<file path="src/rtl/operand_fetch_stage.sv">
// Decode-to-execute holding register: captures instruction and operands,
// forwards results from execute/writeback, adjusts SP on push/pop and
// stalls on load-use hazards.
module operand_fetch_stage #(
  parameter int XLEN        = 32,
  parameter int SP_IDX      = 16,
  parameter int SP_STEP     = 4,
  parameter int STALL_CNT_W = 16
) (
  input  logic                   clk,
  input  logic                   rst,
  input  logic                   in_valid,
  output logic                   in_ready,
  input  logic [XLEN-1:0]        ir_in,
  input  logic [4:0]             rs1_idx,
  input  logic [4:0]             rs2_idx,
  input  logic [4:0]             wr_idx_in,
  input  logic                   wr_en_in,
  input  logic                   is_load_in,
  input  logic [XLEN-1:0]        rs1_data,
  input  logic [XLEN-1:0]        rs2_data,
  input  logic                   ex_wr_en,
  input  logic                   ex_is_load,
  input  logic [4:0]             ex_wr_idx,
  input  logic [XLEN-1:0]        ex_wr_data,
  input  logic                   wb_wr_en,
  input  logic [4:0]             wb_wr_idx,
  input  logic [XLEN-1:0]        wb_data,
  input  logic [1:0]             sp_incdec,
  input  logic                   flush,
  output logic                   out_valid,
  input  logic                   out_ready,
  output logic [XLEN-1:0]        out_ir,
  output logic [XLEN-1:0]        out_op1,
  output logic [XLEN-1:0]        out_op2,
  output logic [4:0]             out_wr_idx,
  output logic                   out_wr_en,
  output logic                   out_is_load,
  output logic                   hazard,
  output logic [STALL_CNT_W-1:0] stall_count
);

  localparam logic [4:0]      SP_IDX_L  = 5'(SP_IDX);
  localparam logic [XLEN-1:0] SP_STEP_L = XLEN'(SP_STEP);

  typedef enum logic {EMPTY = 1'b0, FULL = 1'b1} state_t;

  state_t                 state_q;
  logic [XLEN-1:0]        ir_q, op1_q, op2_q;
  logic [4:0]             wr_idx_q;
  logic                   wr_en_q, is_load_q;
  logic [STALL_CNT_W-1:0] stall_cnt_q;
  logic [XLEN-1:0]        op1_d, op2_d;
  logic [STALL_CNT_W-1:0] stall_cnt_d;
  logic                   accept;

  // Forwarding priority: x0, EX (non-load), WB, SP adjust, bank data.
  function automatic logic [XLEN-1:0] sel_operand(
    input logic [4:0]      idx,
    input logic [XLEN-1:0] rs_data,
    input logic            f_ex_en,
    input logic            f_ex_ld,
    input logic [4:0]      f_ex_idx,
    input logic [XLEN-1:0] f_ex_data,
    input logic            f_wb_en,
    input logic [4:0]      f_wb_idx,
    input logic [XLEN-1:0] f_wb_data,
    input logic [1:0]      f_sp
  );
    if (idx == 5'd0)                                      return '0;
    else if (f_ex_en && (f_ex_idx == idx) && !f_ex_ld)    return f_ex_data;
    else if (f_wb_en && (f_wb_idx == idx))                return f_wb_data;
    else if ((idx == SP_IDX_L) && (f_sp == 2'b01))        return rs_data + SP_STEP_L;
    else if ((idx == SP_IDX_L) && (f_sp == 2'b10))        return rs_data - SP_STEP_L;
    else                                                  return rs_data;
  endfunction

  // Saturating increment: holds at all-ones instead of wrapping.
  function automatic logic [STALL_CNT_W-1:0] sat_inc(input logic [STALL_CNT_W-1:0] v);
    if (&v) return v;
    else    return v + 1'b1;
  endfunction

  assign hazard = in_valid & ex_wr_en & ex_is_load & (ex_wr_idx != 5'd0) &
                  ((ex_wr_idx == rs1_idx) | (ex_wr_idx == rs2_idx));

  assign in_ready = !rst & !hazard & ((state_q == EMPTY) | out_ready);
  assign accept   = in_valid & in_ready & !flush;

  // Operand selection and stall-counter next value.
  always_comb begin
    op1_d       = sel_operand(rs1_idx, rs1_data, ex_wr_en, ex_is_load, ex_wr_idx,
                              ex_wr_data, wb_wr_en, wb_wr_idx, wb_data, sp_incdec);
    op2_d       = sel_operand(rs2_idx, rs2_data, ex_wr_en, ex_is_load, ex_wr_idx,
                              ex_wr_data, wb_wr_en, wb_wr_idx, wb_data, sp_incdec);
    stall_cnt_d = hazard ? sat_inc(stall_cnt_q) : stall_cnt_q;
  end

  // Holding-register FSM: flush empties, accept loads, consume without accept bubbles.
  always_ff @(posedge clk) begin
    if (rst) begin
      state_q     <= EMPTY;
      ir_q        <= '0;
      op1_q       <= '0;
      op2_q       <= '0;
      wr_idx_q    <= '0;
      wr_en_q     <= 1'b0;
      is_load_q   <= 1'b0;
      stall_cnt_q <= '0;
    end else begin
      stall_cnt_q <= stall_cnt_d;
      if (flush) begin
        state_q <= EMPTY;
      end else if (accept) begin
        state_q   <= FULL;
        ir_q      <= ir_in;
        op1_q     <= op1_d;
        op2_q     <= op2_d;
        wr_idx_q  <= wr_idx_in;
        wr_en_q   <= wr_en_in;
        is_load_q <= is_load_in;
      end else if (out_ready) begin
        state_q <= EMPTY;
      end
    end
  end

  assign out_valid   = (state_q == FULL);
  assign out_ir      = ir_q;
  assign out_op1     = op1_q;
  assign out_op2     = op2_q;
  assign out_wr_idx  = wr_idx_q;
  assign out_wr_en   = wr_en_q;
  assign out_is_load = is_load_q;
  assign stall_count = stall_cnt_q;

endmodule

</file>
<file path="config.mk">
export PLATFORM = sky130hd
export DESIGN_NAME = operand_fetch_stage
export DESIGN_NICKNAME = d
export VERILOG_FILES = /design/src/rtl/operand_fetch_stage.sv
export SDC_FILE = /design/constraint.sdc
export NUM_CORES = 1
export LEC_CHECK = 0
export ABC_AREA = 0
export BUFFER_PORTS_ARGS = -buffer_cell sky130_fd_sc_hd__buf_2
export CAP_MARGIN = 20
export CORE_AREA = 5 5 194 102
export CTS_CLUSTER_DIAMETER = 80
export CTS_CLUSTER_SIZE = 12
export DETAILED_ROUTE_END_ITERATION = 8
export DIE_AREA = 0 0 199 107
export PLACE_DENSITY = 0.78
export SYNTH_ARGS = -nofsm -noshare
export SYNTH_HDL_FRONTEND = slang
export SYNTH_SLANG_ARGS = --single-unit
export TNS_END_PERCENT = 10
</file>
<file path="constraint.sdc">
create_clock -name clk -period 2.9 [get_ports clk]
set_clock_uncertainty 0.15 [all_clocks]
set_input_delay 0.58 -clock clk [delete_from_list [all_inputs] [get_ports clk]]
set_output_delay 0.58 -clock clk [all_outputs]
set_load 0.02 [all_outputs]
</file>
-- Word level (Yosys, flattened, before mapping)
Cells that the tools add are included.
- equality and inequality tests: 8
- add/subtract/negate cells: 5
- muxes and demuxes: 12
- bitwise gates (word level): 13
- reduce and logical (&&, ||, !) cells: 22
- operators by type and width (kind ; number):
    32-bit 2-to-1 mux ; 10
    32-bit by 3-bit adder with 32-bit output, second input constant ; 2
    32-bit by 3-bit subtractor with 32-bit output, second input constant ; 2
    5-bit == test ; 4
    16-bit by 1-bit adder with 16-bit output, second input constant ; 1
    16-bit AND reduction ; 1
    5-bit == test, second input constant ; 2
    1-bit logical AND ; 10
    5-bit zero test ; 2
    1-bit AND ; 8
    5-bit nonzero test ; 1
    1-bit zero test ; 4
    2-bit AND reduction ; 2
    1-bit NOT ; 3
    2-bit by 1-bit == test with 1-bit output, second input constant ; 1
    2-bit == test, second input constant ; 1
    1-bit 2-to-1 mux ; 2
    1-bit bitwise OR ; 2
    2-bit nonzero test ; 1
    2-bit OR reduction ; 1
- word-level logic and storage cells: 68
- input port bits: 197
- output and inout port bits: 122
- bits in registers: 120

-- Logic depth before layout (Yosys ltp)
Gate-level depths: netlist (run 1).
- depth in word-level cells: 10
- gate-level depth with buffers: 11
- depth with buffers taken out: 9

-- Worst setup path after synthesis (run 1)
No wires, ideal clock.
- path kind: input -> output
- start point: in ex_wr_idx[1]
- end point: out in_ready
- arrival time: 2430 ps
- path buffers: 1
- setup slack: -260 ps
- required time: 2170 ps
- stages on the path: 6
- path through: or4_1 > o211ai_1 > a21oi_1 > clkbuf_1 > and2_1 > nor3_1
- word-level cells in the longest chain between the ends: 6
- elaborated cells between the ends (all ways): 9
- classes of those cells: 2 x eq/ne; 5 x bitwise; 2 x reduce/logical
- RTL lines (element ; line ; RTL):
    from (decl) ; 24 ; input logic [4:0] ex_wr_idx,
    5-bit == test or 5-bit nonzero test (tied branches) ; 85, 84 ;
    1-bit bitwise OR or 1-bit AND (tied branches) ; 85, 84 ;
    1-bit AND * ; 84 ; assign hazard = in_valid & ex_wr_en & ex_is_load & (ex_wr_idx != 5'd0) &
    via hazard ; 39 ; output logic hazard,
    1-bit zero test * ; 87 ; assign in_ready = !rst & !hazard & ((state_q == EMPTY) | out_ready);
    1-bit AND * (2 in a row) ; 87 ;
    to (decl) ; 13 ; output logic in_ready,
Mark *: on every way through the listed nets, which the timed path passes. The rest lies on a longest branch.

-- Worst setup path after layout (run 1)
- start point: in rs2_idx[2]
- end point: out in_ready
- word-level cells in the longest chain between the ends: 6
- RTL lines (element ; line ; RTL):
    from (decl) ; 16 ; input logic [4:0] rs2_idx,
    5-bit == test ; 85 ; ((ex_wr_idx == rs1_idx) | (ex_wr_idx == rs2_idx));
    1-bit bitwise OR ; 85 ;
    1-bit AND ; 84 ;
    1-bit zero test ; 87 ;
    1-bit AND (2 in a row) ; 87 ;
Every way passes these cells.

==> results of run 1 <==
per-stage QoR:
| step | setup WS [ps] | hold WS (ps) | total power (W) |
|---|---|---|---|
| after global placement | -238 | 281 | 0.00267 |
| final | 87.4 | 192 | 0.00486 |
| after detailed placement | -255 | 290 | 0.00268 |
| after floorplan | -46.3 | 367 | 0.00216 |
| after global routing | 4.57 | 197 | 0.00501 |
| after CTS | 9.04 | 181 | 0.00484 |
cells in the final DEF, fill, tap and decap left out, types with 25 or more instances in the layout:
cell type / instances
buf_2: 317
nand2_1: 183
buf_4: 160
dfxtp_1: 120
o21ai_0: 78
a21oi_1: 73
nor2_1: 70
xor2_1: 54
nand3_1: 50
nand4_1: 34
xnor2_1: 30
nor3_1: 25
kinds of logic (layout without fill, tap and decap cells):
logic type	Yosys count	count (layout)	synth area share
XOR/XNOR	84	84	0.0927
flip-flops	120	120	0.303
buffers and inverters	84	532	0.0401
other	0	2	0
AO/OA/AOI/OAI	279	279	0.229
multiplexers	16	16	0.0202
adder cells (fa/ha/maj)	5	5	0.00789
AND/OR/NAND/NOR	489	489	0.307
power by group:
| part | internal (W) | total (W) | switching [W] |
|---|---|---|---|
| logic | 0.000374 | 0.000931 | 0.000557 |
| clock network | 0.00130 | 0.00218 | 0.000881 |
| registers | 0.00171 | 0.00174 | 0.0000344 |
| total | 0.00338 | 0.00486 | 0.00147 |
flip-flops by register name (all words and copies together) (netlist names):
| signal | count |
|---|---|
| out_ir | 32 |
| out_is_load | 1 |
| out_op1 | 32 |
| out_op2 | 32 |
| out_valid | 1 |
| out_wr_en | 1 |
| out_wr_idx | 5 |
| stall_count | 16 |
worst paths after layout:
| path | to | depth (start not counted) | slack, ps |
|---|---|---|---|
| setup reg to reg | stall_count[5] | 7 | 600 |
| setup / recovery | in_ready | 9 | 90 |
| hold / removal | out_valid | 2 | 190 |
| hold reg to reg | out_op2[0] | 2 | 300 |
what timing repair did:
action | in CTS | in global routing
endpoints found under the setup margin | 2 | 1
setup buffers | 1 | 1
hold endpoints to repair | 0 | 0
pin swaps | 1 | 2
resized for setup | 2 | 3
worst register-to-register path: cells and delay by family, from the launching register on:
kind / cells / cell delay, ps
DFF: 1 / 360
xor gates and xnor gates: 1 / 170
AOI/OAI and AO/OA: 1 / 540
and+or+nand+nor: 5 / 940
layout make-up:
class	count	share of cell area
Antenna cell	2	0.000432
Clock buffer	17	0.0367
Clock inverter	15	0.0157
Inverter	14	0.00453
Multi-Input combinational cell	873	0.454
Sequential cell	120	0.207
Tap cell	240	0.0259
Timing Repair Buffer	486	0.255
metal layers:
metal	routed length, um	vias up
li1	-	4840
met3	5010	49
met2	15000	612
met5	0	-
met1	16800	4835
met4	708	0
==> reports/results.txt, run 1 <==
Cts hold-fix bufs -> 0
Initial Utilization -> 0.442
Synth cell types -> 67
Antenna viol nets, final -> 0
Max VDD drop -> 0.397 mV
Arr. time, crit path -> 2080 ps
Initial antenna violation count -> 2
Fin. max-slew vios -> 0
CP Capture Type -> output pin
Drt wl/cell -> 21.2 um
Syn nets -> 1279
Met3 usage -> 0.118
Max frequency -> 0.356 GHz
Final core occ -> 0.646
Final worst path period share -> 0.970
Async S/R FF share, synth -> 0
Main synth FF type -> dfxtp_1
Outcome -> complete, no violations
Grt met1 use -> 0.499
Reg clk slew, reported paths -> 50 ps
Total grt overflow -> 0
Core area -> 18000 um^2
CTS Buf Count -> 17
CTS tree -> yes
Critical path class -> primary input to output pin
Sink Count -> 120
Slowest cell on crit path -> nor3_1
List of most frequent post-synthesis cells -> nand2_1 (183), dfxtp_1 (120), o21ai_0 (78)
HPWL after DPL -> 31.0 mm
Count leader, synth -> nand2_1
Pwr/cell area -> 419 nW/um^2
Final #Nets -> 1714
M2 GR Usage -> 0.474
Headroom to the max-slew limit -> 0.580
Via density -> 5.85
Worst path bufs/invs -> 3
H-tree level count -> 4
Die area -> 21300 um^2
Number of synthesized register bits -> 120
Hold Crit Class -> primary input to flop
Clock latency on the worst-skew pair -> 420 ps
Post-synthesis cell count -> 1077
PortBufs -> 318
Die height -> 107 um
Reg area -> 2400 um^2
Sequence of cells on the critical path -> buf_2 -> buf_4 -> xor2_1 -> nor3_1 -> nand3_2 -> a21oi_4 -> and2_4 -> nor3_4 -> buf_6
Layout area overhead -> 46.1%
Total placed instance area -> 10900 um^2
Vias post-DR -> 10300
Area of the multi-input gates -> 5260 um^2
WP data required -> 2170 ps
Fill cells -> 1641
Crit Path Max Fanout -> 4
Crit path max-delay family -> simple AND/OR/NAND/NOR gates
Largest net degree at the start of global routing -> 58
Least-Margin Pin Slew -> 630 ps
CP Launch Type -> primary input
# DRC -> 0
Vias in the first global route -> 9431
Post-Layout Cell Count -> 1767
Die width -> 199 um
Worst setup path startpoint -> rs2_idx[2]
TritonRoute pass-1 iters -> 6
Leakage Power -> 5.27 nW
Clock Path Buffers -> 2
Yosys top cell by area -> dfxtp_1
R2R Path Start -> stall_count[4]
Mapped Area -> 7930 um^2
First-pass GRT wire length -> 55.8 mm
Final setup vio count -> 0
Post-synth EDFFs -> 0
Ys Warns -> 0
Gr usage total -> 0.340
Clock Root Buffer -> clkbuf_16
GRT Max-Usage Layer -> met1
Share of layout cells above drive strength 1 -> 0.357
# IOs -> 319
Seq/Total Area, Yosys -> 0.303
Max-Cap Viols -> 0
Post-Syn Area per Cell -> 7.37 um^2
Drt initial violations -> 1190
RSZ-0062 raised after global routing -> false
TNS Setup -> 0 ps
# rows -> 35
Final hold vios -> 0
Area contributors post-synth -> dfxtp_1 (30%), nand2_1 (8.7%), xor2_1 (6.0%), o21ai_0 (4.9%), a21oi_1 (4.7%)
GP Congestion -> 1.05
Worst path max stage delay -> 260 ps
Post-layout min period -> 2810 ps
Placed instance count -> 1731
Drt total wl -> 37.5 mm
Post-Layout Inst Area -> 11600 um^2
Area share of the largest cell type after synthesis -> 0.303
Hold path startpoint -> flush
Power figures use the tool's default switching activity.
==> run 2, diff against run 1 <==
--- a/config.mk
+++ b/config.mk
@@ -6,14 +6,14 @@
 export NUM_CORES = 1
 export LEC_CHECK = 0
 export ABC_AREA = 0
-export BUFFER_PORTS_ARGS = -buffer_cell sky130_fd_sc_hd__buf_2
+export BUFFER_PORTS_ARGS = -buffer_cell sky130_fd_sc_hd__clkbuf_2
 export CAP_MARGIN = 20
 export CORE_AREA = 5 5 194 102
 export CTS_CLUSTER_DIAMETER = 80
 export CTS_CLUSTER_SIZE = 12
 export DETAILED_ROUTE_END_ITERATION = 8
 export DIE_AREA = 0 0 199 107
-export PLACE_DENSITY = 0.78
+export PLACE_DENSITY_LB_ADDON = 0.25
 export SYNTH_ARGS = -nofsm -noshare
 export SYNTH_HDL_FRONTEND = slang
 export SYNTH_SLANG_ARGS = --single-unit
==> run 2 against run 1 <==
- highest routed layer unchanged
- fmax fell by 1.7%
- worst hold slack improved by 14 ps
- die area did not move
- via count fell by 0.57%
- wire length barely moved
- cell area fell by 0.92%
- register-to-register slack improved by 40 ps
- flip-flop and latch count did not move
- sequential power barely moved
- combinational power fell by 0.6%
- non-clock buffer count fell by 6
- critical path depth fell by 2
==> reports/results.txt, run 2 (synthesis gave the netlist of run 1 again) <==
R2R Path Start -> stall_count[3] (was stall_count[4])
Final worst path period share -> 0.986 (was 0.970)
Clock Path Buffers -> 2 (unchanged)
Max frequency -> 0.350 GHz (was 0.356 GHz)
Drt initial violations -> 1434 (was 1190)
Die width -> 199 um (unchanged)
Max VDD drop -> 0.398 mV (was 0.397 mV)
First-pass GRT wire length -> 56.1 mm (was 55.8 mm)
Crit path max-delay family -> simple AND/OR/NAND/NOR gates (unchanged)
Sequence of cells on the critical path -> clkbuf_2 -> or4_1 -> o211ai_1 -> a21oi_2 -> and2_2 -> nor3_4 -> clkbuf_2 (was buf_2 -> buf_4 -> xor2_1 -> nor3_1 -> nand3_2 -> a21oi_4 -> and2_4 -> nor3_4 -> buf_6)
Max-Cap Viols -> 0 (unchanged)
Fin. max-slew vios -> 0 (unchanged)
Slowest cell on crit path -> or4_1 (was nor3_1)
Total power -> 0.00466 W (was 0.00486 W)
Initial Utilization -> 0.442 (unchanged)
Post-layout min period -> 2860 ps (was 2810 ps)
Gr usage total -> 0.343 (was 0.340)
Critical path's most frequent cell -> clkbuf_2
Cells on worst reg2reg path -> 8 (was 7)
GP Congestion -> 1.04 (was 1.05)
Final hold vios -> 0 (unchanged)
Leakage Power -> 5.16 nW (was 5.27 nW)
TNS Setup -> 0 ps (unchanged)
Total grt overflow -> 0 (unchanged)
H-tree level count -> 4 (unchanged)
Worst path max stage delay -> 500 ps (was 260 ps)
Vias in the first global route -> 9431 (unchanged)
RSZ-0062 raised after global routing -> true (was false)
# IOs -> 319 (unchanged)
Final setup vio count -> 0 (unchanged)
Arr. time, crit path -> 2130 ps (was 2080 ps)
Crit Path Max Fanout -> 3 (was 4)
Max layer used -> met4 (unchanged)
Critical path class -> primary input to output pin (unchanged)
Antenna viol nets, final -> 0 (unchanged)
Least-Margin Pin Slew -> 658 ps (was 630 ps)
Vias post-DR -> 10300 (about the same)
CP Launch Type -> primary input (unchanged)
TritonRoute pass-1 iters -> 7 (was 6)
Total placed instance area -> 10900 um^2 (about the same)
Routed wl met2 -> 14.7 mm (was 15.0 mm)
Most frequent cells in the layout -> clkbuf_2 (318), nand2_1 (183), buf_4 (153) (was buf_2 (317), nand2_1 (183), buf_4 (160))
CTS Buf Count -> 17 (unchanged)
CTS tree -> yes (unchanged)
PortBufs -> 318 (unchanged)
Hold Crit Class -> primary input to flop (unchanged)
Worst setup path startpoint -> ex_wr_idx[1] (was rs2_idx[2])
WP data required -> 2170 ps (about the same)
Worst path bufs/invs -> 2 (was 3)
Die area -> 21300 um^2 (unchanged)
# rows -> 35 (unchanged)
Layout area overhead -> 44.7% (was 46.1%)
# diodes -> 0 (was 2)
Die height -> 107 um (unchanged)
WP depth -> 7 (was 9)
Place WS -> -271 ps (was -255 ps)
Outcome -> complete, no violations (unchanged)
Commonest non-fill, non-tap cell in the layout -> clkbuf_2 (was buf_2)
Pwr/cell area -> 406 nW/um^2 (was 419 nW/um^2)
CP Capture Type -> output pin (unchanged)
Clock Root Buffer -> clkbuf_16 (unchanged)
Via density -> 5.84 (was 5.85)
Share of layout cells above drive strength 1 -> 0.355 (was 0.357)
Clock latency on the worst-skew pair -> 420 ps (about the same)
Core area -> 18000 um^2 (unchanged)
FF-to-FF setup slack -> 640 ps (was 600 ps)
Reg clk slew, reported paths -> 50 ps (about the same)
Sink Count -> 120 (unchanged)
Worst setup margin -> 40.1 ps (was 87.4 ps)
HPWL after DPL -> 30.6 mm (was 31.0 mm)
Met3 wire length -> 5.70 mm (was 5.01 mm)
Drt total wl -> 37.5 mm (about the same)
R2R Path End -> stall_count[1] (was stall_count[5])
Headroom to the max-slew limit -> 0.561 (was 0.580)
Initial antenna violation count -> 0 (was 2)
CP Capture Point -> in_ready (unchanged)
WL met1 -> 16.7 mm (was 16.8 mm)
Post-Layout Inst Area -> 11500 um^2 (was 11600 um^2)
Drt wl/cell -> 21.3 um (was 21.2 um)
# DRC -> 0 (unchanged)
Largest net degree at the start of global routing -> 43 (was 58)
Final #Nets -> 1708 (was 1714)
[run 2: layout make-up]
| type | count | area (um^2) |
|---|---|---|
| Sequential cell | 120 | 2400 |
| Multi-Input combinational cell | 873 | 5270 |
| Timing Repair Buffer | 480 | 2920 |
| Clock buffer | 17 | 425 |
| Clock inverter | 15 | 116 |
| Fill cell | 1665 | 6470 |
| Tap cell | 240 | 300 |
| Inverter | 14 | 52.6 |
[run 2: repair_timing]
action,in CTS,in global routing
endpoints found under the setup margin,0,5
hold buffers,0,0
gates resized for setup,0,1
buffers inserted,0,0
[run 2: worst min-delay path by stage]
| stage | startpoint | to | slack [ps] | cells past startpoint |
|---|---|---|---|---|
| floorplan | out_op2[9] | out_op2[9] | 370 | 2 |
| global placement | out_op2[9] | out_op2[9] | 270 | 2 |
| detailed placement | out_op2[9] | out_op2[9] | 290 | 2 |
| CTS | flush | out_valid | 190 | 2 |
| global route | flush | out_valid | 200 | 2 |
| finish | flush | out_valid | 210 | 2 |
[run 2: power breakdown]
group / internal (W) / switching [W]
Clock: 0.00111 / 0.000884
Combinational: 0.000371 / 0.000555
Sequential: 0.00171 / 0.0000368
Total: 0.00319 / 0.00148
[run 2: worst reg2reg max path: stages (launching register included)]
cell and delay [ps]:
dfxtp_1 450, and4_1 260, and3_1 220, and4_1 300, nand3_1 240, nand3_1 180, buf_4 140, mux2i_1 170
nor2_1 50
[run 2: stage by stage]
step	hold WS, ps	util	cells
after floorplan	367	-	1077
after global placement	274	0.609	1727
after detailed placement	289	0.609	1727
after CTS	191	0.639	1759
after global routing	196	0.640	1759
final	206	0.640	1759
[run 2: metal layers]
| metal | up-vias | GRT usage |
|---|---|---|
| met2 | 681 | 0.464 |
| met3 | 40 | 0.128 |
| met1 | 4744 | 0.514 |
| met4 | 0 | 0.0644 |
| met5 | - | 0 |
| li1 | 4812 | - |
==> run 3, diff against run 2 <==
--- a/config.mk
+++ b/config.mk
@@ -14,6 +14,7 @@
 export DETAILED_ROUTE_END_ITERATION = 8
 export DIE_AREA = 0 0 199 107
 export PLACE_DENSITY_LB_ADDON = 0.25
+export SETUP_SLACK_MARGIN = 0.05
 export SYNTH_ARGS = -nofsm -noshare
 export SYNTH_HDL_FRONTEND = slang
 export SYNTH_SLANG_ARGS = --single-unit
==> constraint.sdc (replaced) <==
create_clock -name clk -period 2.9 [get_ports clk]
set_clock_uncertainty 0.15 [all_clocks]
set_input_delay 0.435 -clock clk [delete_from_list [all_inputs] [get_ports clk]]
set_output_delay 0.435 -clock clk [all_outputs]
set_load 0.02 [all_outputs]
==> run 3 against run 2 <==
- setup slack better by 130 ps
- register-to-register slack worse by 60 ps
- global-route usage up 0.084 points
- clock power up 4%
- clock-buffer cell count unchanged
- non-clock buffer count down 32
- utilization down 1.8 points
- via count about the same
- cell count down 1.8%
- combinational power down 3.4%
- fmax up 4.6%
- worst hold slack worse by 140 ps
- critical endpoint unchanged
- largest cell class unchanged
==> reports/results.txt, run 3 (synthesis gave the netlist of run 1 again) <==
Headroom to the max-slew limit -> 0.490 (was 0.561)
# diodes -> 0 (unchanged)
Area of the multi-input gates -> 5240 um^2 (was 5270 um^2)
WP data required -> 2320 ps (was 2170 ps)
Fin. max-slew vios -> 0 (unchanged)
Least-Margin Pin Slew -> 766 ps (was 658 ps)
Max-Cap Viols -> 0 (unchanged)
Leakage Power -> 4.98 nW (was 5.16 nW)
Die width -> 199 um (unchanged)
Critical path class -> primary input to output pin (unchanged)
Gr usage total -> 0.344 (was 0.343)
Clock latency on the worst-skew pair -> 420 ps (about the same)
Post-Layout Inst Area -> 11200 um^2 (was 11500 um^2)
Vias post-DR -> 10300 (about the same)
Sink Count -> 120 (unchanged)
Hold Crit Class -> primary input to flop (unchanged)
Total placed instance area -> 10600 um^2 (was 10900 um^2)
Arr. time, crit path -> 2150 ps (was 2130 ps)
H-tree level count -> 4 (unchanged)
Crit Path Max Fanout -> 5 (was 3)
HPWL after DPL -> 30.8 mm (was 30.6 mm)
# IOs -> 319 (unchanged)
Clock Root Buffer -> clkbuf_16 (unchanged)
Largest net degree at the start of global routing -> 69 (was 43)
Drt initial violations -> 1161 (was 1434)
Clock Path Buffers -> 2 (unchanged)
Max frequency -> 0.366 GHz (was 0.350 GHz)
Max VDD drop -> 0.406 mV (was 0.398 mV)
Pwr/cell area -> 422 nW/um^2 (was 406 nW/um^2)
Fill cells -> 1693 (was 1665)
Most frequent cells in the layout -> clkbuf_2 (318), nand2_1 (183), buf_4 (127) (was clkbuf_2 (318), nand2_1 (183), buf_4 (153))
Die area -> 21300 um^2 (unchanged)
Post-layout min period -> 2730 ps (was 2860 ps)
PortBufs -> 318 (unchanged)
Final #Nets -> 1676 (was 1708)
Drt total wl -> 37.8 mm (was 37.5 mm)
Layout area overhead -> 40.8% (was 44.7%)
GP Congestion -> 1.05 (was 1.04)
Number of post-CTS setup repair buffers -> 0 (unchanged)
Cts hold-fix bufs -> 0 (unchanged)
CTS resizes -> 0 (unchanged)
Commonest non-fill, non-tap cell in the layout -> clkbuf_2 (unchanged)
Initial antenna violation count -> 0 (unchanged)
CTS tree -> yes (unchanged)
Reg clk slew, reported paths -> 60 ps (was 50 ps)
Reg area -> 2400 um^2 (unchanged)
Drt wl/cell -> 21.9 um (was 21.3 um)
First-pass GRT wire length -> 56.1 mm (about the same)
Final setup vio count -> 0 (unchanged)
Core area -> 18000 um^2 (unchanged)
Total grt overflow -> 0 (unchanged)
Share of layout cells above drive strength 1 -> 0.338 (was 0.355)
RSZ-0062 raised after global routing -> false (was true)
CP Capture Type -> output pin (unchanged)
Total power -> 0.00471 W (was 0.00466 W)
# rows -> 35 (unchanged)
TritonRoute pass-1 iters -> 5 (was 7)
WHS -> 61.4 ps (was 206 ps)
Place WS -> -118 ps (was -271 ps)
FF-to-FF setup slack -> 580 ps (was 640 ps)
Antenna viol nets, final -> 0 (unchanged)
Final hold vios -> 0 (unchanged)
Post-Layout Cell Count -> 1727 (was 1759)
Worst setup margin -> 166 ps (was 40.1 ps)
Vias in the first global route -> 9452 (was 9431)
Final worst path period share -> 0.943 (was 0.986)
Via density -> 5.95 (was 5.84)
CTS Buf Count -> 17 (unchanged)
Placed instance count -> 1695 (was 1727)
CP Launch Type -> primary input (unchanged)
Outcome -> complete, no violations (unchanged)
# DRC -> 0 (unchanged)
Die height -> 107 um (unchanged)
Initial Utilization -> 0.442 (unchanged)
run 3: area by class of cell:
type / instances / share of cell area
timing repair buffer: 448 / 0.233
clock buffer: 17 / 0.0381
clock inverter: 15 / 0.0128
multi-input combinational: 873 / 0.469
inverter: 14 / 0.00471
tap: 240 / 0.0269
sequential: 120 / 0.215
run 3: layer usage:
metal	GRT usage	up-vias	part of all wire
met4	0.0722	0	0.016
met1	0.515	4841	0.46
met2	0.471	632	0.39
met5	0	-	0
li1	-	4756	-
met3	0.115	44	0.14
run 3: worst paths after layout:
check             cells after the start      startpoint        endpoint
setup reg to reg                      7  stall_count[4]  stall_count[5]
setup / recovery                      8    ex_wr_idx[1]        in_ready
hold reg to reg                       2      out_op2[9]      out_op2[9]
hold / removal                        2           flush       out_valid
run 3: critical path, stage by stage:
cell and delay, ps:
clkbuf_2 100, or4_1 510, o211ai_1 250, a21oi_1 80
buf_4 190, and2_1 210, nor3_1 180, clkbuf_2 200
run 3: through the flow:
step	setup TNS, ps	util
floorplan	0	-
global placement	-434	0.590
detailed placement	-575	0.590
CTS	0	0.622
global route	0	0.622
finish	0	0.622
run 3: power breakdown:
part	internal [W]	switching [W]	leakage, nW
Combinational	0.000345	0.000549	3.74
Sequential	0.00171	0.0000372	0.975
Clock	0.00119	0.000875	0.269
